File: config.mk
export PLATFORM = sky130hd
export DESIGN_NAME = spi_master
export DESIGN_NICKNAME = d
export VERILOG_FILES = /design/src/rtl/spi_pkg.sv /design/src/rtl/spi_tick_gen.sv /design/src/rtl/spi_master.sv
export SDC_FILE = /design/constraint.sdc
export NUM_CORES = 1
export LEC_CHECK = 0
export CAP_MARGIN = 20
export CORE_ASPECT_RATIO = 1.2
export CORE_UTILIZATION = 35
export DETAILED_ROUTE_END_ITERATION = 8
export PLACE_DENSITY_LB_ADDON = 0.3
export SLEW_MARGIN = 15
export SYNTH_ARGS = -nofsm -noshare
export SYNTH_HDL_FRONTEND = slang
export SYNTH_HIERARCHICAL = 1
export SYNTH_SLANG_ARGS = --single-unit
File: constraint.sdc
create_clock -name i_clk -period 2.6 [get_ports i_clk]
set_clock_uncertainty 0.2 [all_clocks]
set_input_delay 0.26 -clock i_clk [delete_from_list [all_inputs] [get_ports i_clk]]
set_output_delay 0.26 -clock i_clk [all_outputs]
set_load 0.05 [all_outputs]
File: src/rtl/spi_pkg.sv
// -----------------------------------------------------------------------------
// spi_pkg
// Shared definitions for the SPI master: FSM state encoding, frame geometry
// and the smallest supported SCLK half-period divider.
// -----------------------------------------------------------------------------
package spi_pkg;

    typedef enum logic [2:0] {
        IDLE,
        SETUP,
        SHIFT_HI,
        SHIFT_LO,
        GAP
    } spi_state_e;

    localparam int FRAME_BITS  = 16;
    localparam int ADDR_BITS   = 8;
    localparam int DATA_BITS   = FRAME_BITS - ADDR_BITS;
    localparam int CLK_DIV_MIN = 4;

endpackage

File: src/rtl/spi_tick_gen.sv
// -----------------------------------------------------------------------------
// spi_tick_gen
// Half-period counter for the SPI master. Reloaded on every FSM state entry;
// asserts o_tick in the last cycle of a CLK_DIV-cycle phase so the FSM moves
// on at the following edge.
//
// Ports:
//   i_clk   system clock (rising edge)
//   i_rst   synchronous active-high reset
//   i_load  reload the counter (asserted in the cycle before a new state)
//   i_run   qualifies the tick; low while the FSM is idle
//   o_tick  phase-complete strobe
// -----------------------------------------------------------------------------
module spi_tick_gen #(
    parameter int CLK_DIV = 4
) (
    input  logic i_clk,
    input  logic i_rst,
    input  logic i_load,
    input  logic i_run,
    output logic o_tick
);

    localparam logic [7:0] RELOAD = 8'(CLK_DIV - 1);

    logic [7:0] r_cnt;

    // NOTE: sequential state is updated with non-blocking assignments so every
    // flop samples the pre-edge values, independent of statement order.
    always_ff @(posedge i_clk) begin
        if (i_rst) begin
            r_cnt <= 8'd0;
        end else if (i_load) begin
            r_cnt <= RELOAD;
        end else if (r_cnt != 8'd0) begin
            r_cnt <= r_cnt - 8'd1;
        end
    end

    assign o_tick = i_run && (r_cnt == 8'd0);

endmodule

File: src/rtl/spi_master.sv
// -----------------------------------------------------------------------------
// spi_master
// Host-side SPI (mode 0) master. Sends one 16-bit frame per request, address
// byte in bits 15:8 and data byte in bits 7:0, MSB first, with every SCLK
// half-period lasting CLK_DIV system clocks so a slave that oversamples SCLK
// can sample each bit reliably.
//
// Build option: define SPI_MASTER_READBACK_EN to implement MISO capture into
// o_rx_data. When undefined, MISO is ignored and o_rx_data is constant 0.
//
// Ports:
//   i_clk          system clock (rising edge)
//   i_rst          synchronous active-high reset; aborts any frame
//   i_start        frame request, honoured only while idle
//   i_tx_address   address byte (frame bits 15:8)
//   i_tx_data      data byte (frame bits 7:0)
//   i_miso         serial data from the slave
//   o_sclk         SPI clock, idles low
//   o_mosi         serial data to the slave
//   o_ss           slave select, active low
//   o_busy         high from request acceptance through the inter-frame gap
//   o_done         one-cycle pulse in the cycle o_ss returns high
//   o_rx_data      last frame captured from MISO
// -----------------------------------------------------------------------------
module spi_master
    import spi_pkg::*;
#(
    parameter int CLK_DIV = 4
) (
    input  logic                  i_clk,
    input  logic                  i_rst,
    input  logic                  i_start,
    input  logic [ADDR_BITS-1:0]  i_tx_address,
    input  logic [DATA_BITS-1:0]  i_tx_data,
    input  logic                  i_miso,
    output logic                  o_sclk,
    output logic                  o_mosi,
    output logic                  o_ss,
    output logic                  o_busy,
    output logic                  o_done,
    output logic [FRAME_BITS-1:0] o_rx_data
);

    // Dividers below the minimum cannot be sampled by the slave; clamp them.
    localparam int DIV = (CLK_DIV < CLK_DIV_MIN) ? CLK_DIV_MIN : CLK_DIV;

    spi_state_e            r_state;
    spi_state_e            w_next_state;
    logic [FRAME_BITS-1:0] r_tx_sr;
    logic [FRAME_BITS-1:0] w_tx_sr_next;
    logic [3:0]            r_bit_cnt;
    logic [3:0]            w_bit_cnt_next;
    logic                  w_tick;
    logic                  w_state_change;
    logic                  w_accept;
    logic                  w_lo_entry;
    logic                  w_hi_entry;
    logic                  w_gap_entry;
    logic                  w_frame_active_next;

    logic r_sclk;
    logic r_mosi;
    logic r_ss;
    logic r_busy;
    logic r_done;

    spi_tick_gen #(
        .CLK_DIV (DIV)
    ) u_tick_gen (
        .i_clk  (i_clk),
        .i_rst  (i_rst),
        .i_load (w_state_change),
        .i_run  (r_state != IDLE),
        .o_tick (w_tick)
    );

    // NOTE: every signal driven here gets a default first, so no path through
    // the case statement can leave one unassigned and infer a latch.
    always_comb begin
        w_next_state = r_state;
        case (r_state)
            IDLE:     if (i_start) w_next_state = SETUP;
            SETUP:    if (w_tick)  w_next_state = SHIFT_HI;
            SHIFT_HI: if (w_tick)  w_next_state = SHIFT_LO;
            // The bit counter wraps to 15 on entry to the 16th (hold) low
            // phase, which is how the end of the frame is recognised.
            SHIFT_LO: if (w_tick)  w_next_state = (r_bit_cnt == 4'd15) ? GAP : SHIFT_HI;
            GAP:      if (w_tick)  w_next_state = IDLE;
            default:               w_next_state = IDLE;
        endcase
    end

    always_comb begin
        w_state_change      = (w_next_state != r_state);
        w_accept            = (r_state == IDLE) && i_start;
        w_lo_entry          = (w_next_state == SHIFT_LO) && (r_state != SHIFT_LO);
        w_hi_entry          = (w_next_state == SHIFT_HI) && (r_state != SHIFT_HI);
        w_gap_entry         = (w_next_state == GAP) && (r_state != GAP);
        w_frame_active_next = (w_next_state == SETUP) || (w_next_state == SHIFT_HI) ||
                              (w_next_state == SHIFT_LO);

        w_tx_sr_next   = r_tx_sr;
        w_bit_cnt_next = r_bit_cnt;
        if (w_accept) begin
            w_tx_sr_next   = {i_tx_address, i_tx_data};
            w_bit_cnt_next = 4'd15;
        end else if (w_lo_entry) begin
            w_bit_cnt_next = r_bit_cnt - 4'd1;
            // On the last low phase bit 0 stays on MOSI as the hold bit.
            if (r_bit_cnt != 4'd0) begin
                w_tx_sr_next = r_tx_sr << 1;
            end
        end
    end

    // Pin outputs are registered from the next-state values so they change
    // together with the state and never glitch.
    always_ff @(posedge i_clk) begin
        if (i_rst) begin
            r_state   <= IDLE;
            r_tx_sr   <= '0;
            r_bit_cnt <= 4'd15;
            r_sclk    <= 1'b0;
            r_mosi    <= 1'b0;
            r_ss      <= 1'b1;
            r_busy    <= 1'b0;
            r_done    <= 1'b0;
        end else begin
            r_state   <= w_next_state;
            r_tx_sr   <= w_tx_sr_next;
            r_bit_cnt <= w_bit_cnt_next;
            r_sclk    <= (w_next_state == SHIFT_HI);
            r_mosi    <= w_frame_active_next ? w_tx_sr_next[FRAME_BITS-1] : 1'b0;
            r_ss      <= !w_frame_active_next;
            r_busy    <= (w_next_state != IDLE);
            r_done    <= w_gap_entry;
        end
    end

    assign o_sclk = r_sclk;
    assign o_mosi = r_mosi;
    assign o_ss   = r_ss;
    assign o_busy = r_busy;
    assign o_done = r_done;

`ifdef SPI_MASTER_READBACK_EN
    logic [FRAME_BITS-1:0] r_rx_sr;
    logic [FRAME_BITS-1:0] r_rx_data;

    // The shift register needs no per-frame clear: all 16 bits are replaced
    // by the 16 rising edges of every frame.
    always_ff @(posedge i_clk) begin
        if (i_rst) begin
            r_rx_sr   <= '0;
            r_rx_data <= '0;
        end else begin
            if (w_hi_entry) begin
                r_rx_sr <= {r_rx_sr[FRAME_BITS-2:0], i_miso};
            end
            if (w_gap_entry) begin
                r_rx_data <= r_rx_sr;
            end
        end
    end

    assign o_rx_data = r_rx_data;
`else
    logic w_unused_rx;
    assign w_unused_rx = i_miso ^ w_hi_entry;
    assign o_rx_data   = '0;
`endif

endmodule

==> results of run 1 <==
## worst max-delay path, stage by stage (launching register included)
cell and delay [ps]:
dfxtp_1 350, or4_4 520, or2_4 280, nor2_4 90
nand4bb_1 120, buf_6 160, o21ai_4 170, buf_6 140
buf_16 110, nor2_2 30, a311oi_2 220
## metal layers
| layer | track usage (%) | vias to the layer above | wire (um) |
|---|---|---|---|
| met3 | 3.76 | 8 | 137 |
| met2 | 22.4 | 35 | 1690 |
| li1 | - | 780 | - |
| met5 | 0 | - | 0 |
| met4 | 5.51 | 0 | 60 |
| met1 | 17.4 | 698 | 1690 |
## registers in the layout (all words and copies together) (netlist names)
signal            cells
o_busy                1
o_mosi                1
o_ss                  1
r_tx_sr              16
r_bit_cnt             4
o_done                1
o_sclk                1
r_state               3
u_tick_gen/r_cnt      8
## final cells by class
class,count,area share [%]
Multi-Input combinational cell,151,42.4
Sequential cell,36,29.5
Timing Repair Buffer,47,19.6
Clock buffer,7,3.94
Tap cell,62,3.17
Inverter,9,1.38
## Yosys cell counts, types with 3 or more instances
| cell | count | area [um2] |
|---|---|---|
| a21oi_1 | 5 | 25.0 |
| dfxtp_1 | 36 | 721 |
| mux2i_1 | 4 | 40.0 |
| nor2_2 | 10 | 62.6 |
| ha_1 | 4 | 50.1 |
| nor2_1 | 16 | 60.1 |
| nand2_1 | 30 | 113 |
| a211oi_1 | 4 | 30.0 |
| o21ai_0 | 5 | 25.0 |
| nor3b_1 | 4 | 30.0 |
| clkbuf_1 | 4 | 15.0 |
| nor4_1 | 5 | 31.3 |
| or4_1 | 3 | 22.5 |
| buf_2 | 3 | 15.0 |
| inv_1 | 9 | 33.8 |
| a311oi_2 | 9 | 135 |
| xnor2_1 | 5 | 43.8 |
| a311oi_1 | 3 | 26.3 |
| buf_4 | 17 | 128 |
## cell families (layout without fill, tap and decap cells)
group,Yosys count,after routing,synth area share (%)
compound gates,36,36,17.6
simple gates,85,85,24.3
other cells,1,16,0.198
mux,5,5,2.70
xor+xnor,5,5,2.31
buf+inv,37,63,12.3
flops,36,36,38.0
fa+ha+maj,4,4,2.64
## power by group
| part | leakage, nW | total [mW] | switching, mW | internal (mW) |
|---|---|---|---|---|
| clock network | 0.0503 | 0.429 | 0.193 | 0.236 |
| registers | 0.296 | 0.704 | 0.0631 | 0.641 |
| logic | 0.606 | 0.861 | 0.423 | 0.437 |
| total | 0.953 | 1.99 | 0.679 | 1.31 |
## per-stage QoR
step                      instance area [um2]  std cells
after floorplan                          1960        224
after global placement                   2210        298
after detailed placement                 2210        298
after CTS                                2430        312
after global routing                     2440        312
final                                    2440        312
## final timing paths
| path | endpoint | depth (start not counted) | slack, ps |
|---|---|---|---|
| setup / recovery | r_tx_sr[5]$_SDFFE_PP0P_ | 10 | 120 |
| hold / removal | r_tx_sr[11]$_SDFFE_PP0P_ | 2 | 290 |
| setup reg to reg | r_tx_sr[5]$_SDFFE_PP0P_ | 10 | 120 |
| hold reg to reg | r_tx_sr[11]$_SDFFE_PP0P_ | 2 | 290 |
## what timing repair did
item,4_1_cts,5_1_grt
pin swaps,3,3
gates resized for setup,7,6
setup endpoints to repair,14,19
setup buffers,5,0
gates cloned,2,0
==> metrics.txt, run 1 <==
prevailing post-synth register cell dfxtp_1; commonest non-fill, non-tap cell in the layout dfxtp_1; Fmax achieved 403 MHz; DRT Wirelength 3.57 mm; setup total negative slack 0 ps; ys async rst share 0%; reg2reg start u_tick_gen/r_cnt[3]$_SDFFE_PP0P_; Post-synth EDFFs 0; First-pass DRT Iterations 4; Die Ht 82.7 um; pwr dens approximately 820 mW/mm2; Setup CP Type reg2reg; Hold Fails Final Rpt 0; GPL Wtd Cong 0.758; #FFs+latches synth 36; initial antenna violation count 0; Post-Route Utilization between 40% and 50%; H-tree depth 2; Congestion Overflow GR 0; row count 29; relative slew slack roughly 57%; post-synthesis cell count 209; pin count of the biggest net entering global routing 18; CTS tree yes; max-slew violations 0; status complete, no violations; minimum clock period 2480 ps; pre-CTS WS -27.7 ps; Post-CTS Hold Buffers 0; WL per Instance 11.5 um; Clock Tree Root clkbuf_8; FF/Latch Area 721 um2; worst path required time 2600 ps; Initial Util around 36%; Syn. warnings 6; core area 0.00526 mm2; clk buf depth 2; antenna-violating nets left 0; Worst Path Arrival 2490 ps; Post-Synthesis Cell Area 0.00190 mm2; layout cells sized above 1 a little over a quarter; commonest non-fill, non-tap cells in the layout 36 x dfxtp_1, 30 x nand2_1, 23 x clkdlybuf4s50_1; HPWL Detailed 2.37 mm; Vias/cell 4.88; final period utilization approximately 96%; Num CTS Buffers 5; crit path from u_tick_gen/r_cnt[3]$_SDFFE_PP0P_; residual DRC count 0; Power Total 1.99 mW; Multi-input gate area roughly 0.0010 mm2; clk sink count 36; # fillers 511; hold wc startpoint r_tx_sr[10]$_SDFFE_PP0P_; static leakage 0.953 nW; vias in the first global route 1384; Total GRT Usage 13.8%; worst min-delay path category reg2reg; # diodes 0; Die Wd ~69 um; clock slew at reported path FFs 70 ps; IO Pins 41; Detailed Route Iter0 Violations 51; Hold WS 290 ps; VDD IR-drop max 0.000352 V; Max Cap Viol 0; fin worst setup slack 116 ps; DIE AREA 0.00572 mm2; # nets final 274; Seq/Total Area, Yosys 38.0%; RSZ-0062 raised after global routing false; worst-margin pin slew 639 ps; post-synthesis area per instance 9.08 um2; Port Buffers 23; Yosys cell types 47; first-pass GRT wire length 6.27 mm; via count 1521; final setup fails 0; synthesis-to-finish area growth 28.8%; CP startpoint kind flip-flop; CP Capture Type flip-flop; worst skew pair latency slightly below 300 ps; crit-path max FO 5
Note: power is estimated with default switching activity, not from simulation.
==> run 2: changes to the inputs <==
- ABC_CLOCK_PERIOD_IN_PS: unset -> 2600
- GPL_ROUTABILITY_DRIVEN: unset -> 0
==> results of run 2 <==
Final layout, timing and power as in run 1 (identical DEF).
